### src/rtl/mux_arb_n.sv
// mux_arb_n -- parametrised N-to-1 selector with valid/ready handshaking
// and a registered output stage.
//
// Two grant modes:
//   mode = 0 : explicit select. The channel named by sel wins. An
//              out-of-range sel falls back to channel 0, which is how the
//              legacy fixed-width muxes behave.
//   mode = 1 : round-robin. The search starts one channel past the last
//              winner (rr_ptr) and wraps modulo NUM_IN.
//
// The output register refills in the same cycle that it drains, so a
// continuous stream moves one word per cycle. in_ready is the only
// combinational output. in_valid and in_data reach out_* only through the
// output register.
//
// Optional feature, enabled by defining MUX_ARB_LOCK_EN:
//   Adds the in_lock port. In round-robin mode, a channel that transferred
//   a word with in_lock=1 keeps the grant for as long as it holds in_valid.
//   The channel ends its burst by sending a word with in_lock=0.
//   Explicit mode ignores in_lock.

module mux_arb_n #(
  parameter  int WIDTH  = 32,
  parameter  int NUM_IN = 6,
  localparam int SEL_W  = $clog2(NUM_IN)
) (
  input  logic                    CLK,
  input  logic                    RST,
  input  logic [NUM_IN*WIDTH-1:0] in_data,
  input  logic [NUM_IN-1:0]       in_valid,
`ifdef MUX_ARB_LOCK_EN
  input  logic [NUM_IN-1:0]       in_lock,
`endif
  output logic [NUM_IN-1:0]       in_ready,
  input  logic                    mode,
  input  logic [SEL_W-1:0]        sel,
  output logic [WIDTH-1:0]        out_data,
  output logic                    out_valid,
  input  logic                    out_ready,
  output logic [SEL_W-1:0]        out_src
);

  // ---------------------------------------------------------------------
  // State
  // ---------------------------------------------------------------------
  logic [WIDTH-1:0] r_out_data;
  logic             r_out_valid;
  logic [SEL_W-1:0] r_out_src;
  logic [SEL_W-1:0] r_rr_ptr;    // last channel granted in round-robin mode

  // ---------------------------------------------------------------------
  // Combinational decode
  // ---------------------------------------------------------------------
  logic [WIDTH-1:0] w_ch [NUM_IN];  // unpacked view of in_data
  logic             w_load_en;      // output register may take a new word
  logic [SEL_W-1:0] w_exp_gnt;      // explicit-mode grant
  logic [SEL_W-1:0] w_rr_gnt;       // round-robin search result
  logic             w_rr_found;     // round-robin search found a valid channel
  logic [SEL_W-1:0] w_gnt;          // grant in effect for this cycle
  logic             w_gnt_found;    // a grant exists this cycle
  logic             w_xfer;         // granted channel transfers at this edge

  // Split the packed input bus into one word per channel.
  for (genvar g = 0; g < NUM_IN; g++) begin : g_ch
    assign w_ch[g] = in_data[g*WIDTH +: WIDTH];
  end

  // The register can load when it is empty or when its word leaves this cycle.
  assign w_load_en = !r_out_valid || out_ready;

  // An out-of-range select falls back to channel 0, as the legacy mux does.
  assign w_exp_gnt = (int'(sel) < NUM_IN) ? sel : '0;

  // Round-robin search from rr_ptr+1 upward, modulo NUM_IN.
  always_comb begin
    int               v_idx;
    logic [SEL_W-1:0] v_ch;
    // NOTE: every signal written in an always_comb gets a default before any
    // conditional assignment. A path that skips an assignment would
    // otherwise infer a latch.
    w_rr_found = 1'b0;
    w_rr_gnt   = '0;
    v_idx      = 0;
    v_ch       = '0;
    // Walk from the farthest candidate to the nearest. The nearest valid
    // channel is written last, so it wins without an early exit.
    for (int k = NUM_IN; k >= 1; k--) begin
      v_idx = int'(r_rr_ptr) + k;
      if (v_idx >= NUM_IN) begin
        v_idx = v_idx - NUM_IN;
      end
      v_ch = SEL_W'(v_idx);
      if (in_valid[v_ch]) begin
        w_rr_found = 1'b1;
        w_rr_gnt   = v_ch;
      end
    end
  end

`ifdef MUX_ARB_LOCK_EN
  logic r_lock_hold;  // previous winner asked to keep the grant
  logic w_lock_hit;   // the held lock applies this cycle

  assign w_lock_hit = r_lock_hold && in_valid[r_rr_ptr];

  // Select the grant for the active mode. A held lock pre-empts the search.
  always_comb begin
    w_gnt       = w_exp_gnt;
    w_gnt_found = 1'b1;
    if (mode) begin
      if (w_lock_hit) begin
        w_gnt       = r_rr_ptr;
        w_gnt_found = 1'b1;
      end else begin
        w_gnt       = w_rr_gnt;
        w_gnt_found = w_rr_found;
      end
    end
  end
`else
  // Select the grant for the active mode.
  always_comb begin
    w_gnt       = w_exp_gnt;
    w_gnt_found = 1'b1;
    if (mode) begin
      w_gnt       = w_rr_gnt;
      w_gnt_found = w_rr_found;
    end
  end
`endif

  // At most one in_ready bit is set: the granted channel's, and only when
  // the register can load. RST holds every bit low so the reset cycle
  // discards any word that is offered.
  always_comb begin
    in_ready = '0;
    if (w_load_en && w_gnt_found && !RST) begin
      in_ready[w_gnt] = 1'b1;
    end
  end

  assign w_xfer = |(in_ready & in_valid);

  // ---------------------------------------------------------------------
  // Sequential logic
  // ---------------------------------------------------------------------

  // Output register. Load the granted word, or drain to empty and keep the
  // last data and source.
  always_ff @(posedge CLK) begin
    // NOTE: clocked state uses non-blocking assignments only. Every register
    // then samples values from before the edge, whatever order the blocks
    // execute in.
    if (RST) begin
      // NOTE: out_data and out_src are reset as well as out_valid. Their
      // reset value of zero is visible at the ports, so they are not
      // don't-care data registers.
      r_out_valid <= 1'b0;
      r_out_data  <= '0;
      r_out_src   <= '0;
    end else if (w_load_en) begin
      r_out_valid <= w_xfer;
      if (w_xfer) begin
        r_out_data <= w_ch[w_gnt];
        r_out_src  <= w_gnt;
      end
    end
  end

  // Round-robin pointer. It moves only on a round-robin transfer, so a
  // stall or an explicit-mode transfer leaves the fairness order unchanged.
  always_ff @(posedge CLK) begin
    if (RST) begin
      r_rr_ptr <= SEL_W'(NUM_IN - 1);
    end else if (w_xfer && mode) begin
      r_rr_ptr <= w_gnt;
    end
  end

`ifdef MUX_ARB_LOCK_EN
  // Burst lock. Set or clear it from the in_lock bit of each round-robin
  // transfer. Also release it when the owner drops in_valid.
  always_ff @(posedge CLK) begin
    if (RST) begin
      r_lock_hold <= 1'b0;
    end else if (w_xfer && mode) begin
      r_lock_hold <= in_lock[w_gnt];
    end else if (!in_valid[r_rr_ptr]) begin
      r_lock_hold <= 1'b0;
    end
  end
`endif

  assign out_data  = r_out_data;
  assign out_valid = r_out_valid;
  assign out_src   = r_out_src;

endmodule

### config.mk
export PLATFORM = sky130hd
export DESIGN_NAME = mux_arb_n
export DESIGN_NICKNAME = d
export VERILOG_FILES = /design/src/rtl/mux_arb_n.sv
export SDC_FILE = /design/constraint.sdc
export NUM_CORES = 1
export LEC_CHECK = 0
export CAP_MARGIN = 20
export CORE_MARGIN = 2
export CORE_UTILIZATION = 34
export CTS_CLUSTER_SIZE = 12
export DETAILED_ROUTE_END_ITERATION = 10
export PLACE_DENSITY = 0.81
export SETUP_SLACK_MARGIN = 0.02
export SYNTH_ARGS = -nofsm -noshare
export SYNTH_HDL_FRONTEND = slang
export SYNTH_SLANG_ARGS = --single-unit
### constraint.sdc
create_clock -name CLK -period 4.25 [get_ports CLK]
set_clock_uncertainty 0.05 [all_clocks]
set_input_delay 0.85 -clock CLK [delete_from_list [all_inputs] [get_ports CLK]]
set_output_delay 0.85 -clock CLK [all_outputs]
set_load 0.01 [all_outputs]
==> flow_summary.ini, run 1 <==
[status]
status = finished, final reports clean

[global_route]
grt_usage = 0.279
grt_max_degree = 67
grt_pass1_wl_mm = 28.1
grt-ovfl-total = 0
grt_pass1_vias = 5428
antenna_found_initial = 0

[drt]
drt-pass1-iter-count = 4
ant_nets = 0
drc = 0
drt-initial-drc-count = 229
detail_route.wl_per_cell_um = 20.1
wirelength_mm = 18.0
viasPerCell = 5.68
vias = 5096

[setup_path]
cpMaxStageDelayCell = or4b_4
critPathLaunchType = primary input
path_cells = dlygate4sd2_1, buf_6, mux4_2, or4b_4, o21ai_2, o2bb2ai_2, a31oi_2, buf_4, o21ai_4, or2_4, nor2_2, clkdlybuf4s15_2
timing.critical_path.slowest_cell_delay_ps = 530
path_max_fanout = 5
critical_path_class = in -> out
path_buf_inv = 4
cpLargestDelayFamily = buffers and inverters
end_kind = output port
critPathRequiredTime_ps = 3350
worstPathArrival_ps = 3270

[yosys]
syn-cell-area_um2 = 4010
synthCells = 477
synth_fp_nets = 692
synth_edf_count = 0
synthArstFlopShare = 0
avgSynthCellArea_um2 = 8.40
synth.yosys.seq_area_share = 0.195
synth_warnings = 0
ys_types = 66
synth-main-ff-cell = dfxtp_1
ys_seq_elements = 39

[clocking]
clkLatencyLatePin_ps = 280
clock_path_buffers = 2
cts_root_buf = clkbuf_16
cts_made_buffers = 5
cts_tree = yes
htree_num_levels = 2
clock_sinks = 39
clk_pin_slew_ps = 60
ctsHoldBuffers = 0

[layout]
diodes = 0
nets = 968
final_common_cell = clkdlybuf4s50_1
syn_to_final_growth_pct = 82.1
fillers = 994
layout-drive-gt1-share = 0.195
final_cell_mix = clkdlybuf4s50_1, buf_4, nand2_1
finalInstanceArea_um2 = 7300

[worst_hold_path]
hold_path_class = reg -> reg

[pwr]
power_frac_comb = 0.706
clockPowerShare = 0.115
irDropWorstVdd_mv = 0.300
internal-power_mw = 1.97
switchingPower_mw = 1.34
swShare = 0.405
power.density_nw_per_um2 = 454
seq_power_share = 0.179
finalPower_mw = 3.31
power_leakage_nw = 2.96

[placed_design]
portBuffers = 246
place_hpwl_mm = 14.6
placed_area_um2 = 6990
place.gp.congestion = 0.951

[die]
core-area_um2 = 11500
die_w_um = 113
start_util = 0.350
io_pins = 247
dieArea_um2 = 12700
die_y_um = 113
rows = 39

[sta]
slew_viol_final = 0
final.period_utilization = 0.980
setup_viol = 0
slew_headroom = 0.635
min_period_ps = 4170
max_freq_ghz = 0.240
rsz0062_at_grt = true
final-hold-violation-count = 0
worst_pin_slew_ps = 545

[flow_run]
maxCapViolations = 0
==> stage by stage <==
step	hold WS, ps	setup TNS, ps	worst slack (ps)	utilization	std cells
after floorplan	432	0	2.18	-	477
after global placement	394	-8670	-416	0.609	884
after detailed placement	406	-14850	-576	0.609	884
after CTS	418	0	54.0	0.632	896
after global routing	436	-33.7	-33.7	0.637	897
final	413	0	83.6	0.637	897
==> repair_timing <==
item / CTS / global route
setup endpoints to repair: 39 / 36
resized for setup: 39 / 19
buffers inserted: 4 / 1
pin swaps: 7 / 4
gates cloned: 0 / 0
==> state kept, by name (all words and copies together) (netlist names) <==
signal     count
out_data      32
r_rr_ptr       3
out_valid      1
out_src        3
==> layout make-up <==
class / count / area, µm² / share of cell area
Multi-Input combinational cell: 384 / 3150 / 0.432
Timing Repair Buffer: 314 / 3010 / 0.412
Sequential cell: 39 / 782 / 0.107
Tap cell: 143 / 179 / 0.0245
Clock buffer: 5 / 125 / 0.0171
Inverter: 9 / 33.8 / 0.00463
Clock inverter: 3 / 20.0 / 0.00274
==> worst reg2reg max path, stage by stage (launching register included) <==
cell      delay (ps)
dfxtp_1          380
inv_1             90
ha_2             350
o21ba_2          220
a22oi_2          350
mux2i_1          220
a21oi_1          100
buf_4            160
buf_4            130
a211oi_4         230
o32ai_4          130
or2_4            280
buf_4            140
buf_4            130
o32ai_4          320
buf_4            190
o21ai_0          120
a221o_1          330
==> synth_stat cells, drive strengths merged (2+ instances only) <==
cell      n  area, µm²
mux4      4       90.1
mux2     23        315
a311oi    3       26.3
buf      21        126
nor3b     2       20.0
inv       8       30.0
or3       2       12.5
and2      5       31.3
o32ai     2       43.8
nor3      5       30.0
a31oi    21        146
clkbuf   24       90.1
o21a      2       15.0
a211oi   35        268
a22o     33        289
and3      5       31.3
a22oi    34        255
nand4     3       18.8
xnor2     4       42.6
a21o      3       22.5
mux2i    29        290
nor2b    20        125
or2       2       15.0
a311o    15        150
nor2     11       51.3
ha       10        125
nand2    60        228
a21oi     8       40.0
dfxtp    39        781
o2111ai   3       26.3
nand3     8       40.0
o21ai    11       55.1
nand2b    4       25.0
==> power groups by stage <==
stage | sequential, mW | combinational (mW) | clock (mW)
after CTS | 0.594 | 2.30 | 0.384
after floorplan | 0.639 | 1.20 | 0
final | 0.594 | 2.34 | 0.379
after detailed placement | 0.596 | 2.22 | 0
after global placement | 0.593 | 2.19 | 0
after global routing | 0.609 | 2.51 | 0.404
==> worst paths after layout <==
kind / startpoint / depth (start not counted) / slack [ps] / to
setup / recovery: in_valid[3] / 12 / 80 / in_ready[0]
hold / removal: out_data[7] / 2 / 410 / out_data[7]
setup reg to reg: r_rr_ptr[0] / 17 / 230 / r_rr_ptr[0]
hold reg to reg: out_data[7] / 2 / 410 / out_data[7]
==> metal layers <==
| layer | vias to the layer above | global-route usage | wire length (µm) |
|---|---|---|---|
| li1 | 2416 | - | - |
| met1 | 2426 | 0.317 | 7050 |
| met2 | 212 | 0.501 | 8950 |
| met3 | 42 | 0.0691 | 1360 |
| met4 | 0 | 0.105 | 681 |
| met5 | - | 0 | 0 |
==> cells by family (layout without fill, tap and decap cells) <==
| logic type | Yosys count | in the layout | share of synthesized area |
|---|---|---|---|
| xor+xnor | 5 | 5 | 0.0128 |
| buf+inv | 54 | 331 | 0.0624 |
| mux | 56 | 56 | 0.174 |
| compound gates | 180 | 180 | 0.356 |
| fa+ha+maj | 10 | 10 | 0.0312 |
| flops | 39 | 39 | 0.195 |
| simple gates | 133 | 133 | 0.169 |
(Power assumes the default switching activity.)
==> run 2: changes to the inputs <==
Settings changed: CAP_MARGIN 20 to 5.
==> results of run 2 <==
Same layout as run 1: the final DEF is identical, and so are final timing and power.
==> run 3: changes to the inputs <==
Settings changed: CTS_CLUSTER_DIAMETER from default to 80.
==> results of run 3 <==
Same layout as run 1: the final DEF is identical, and so are final timing and power.
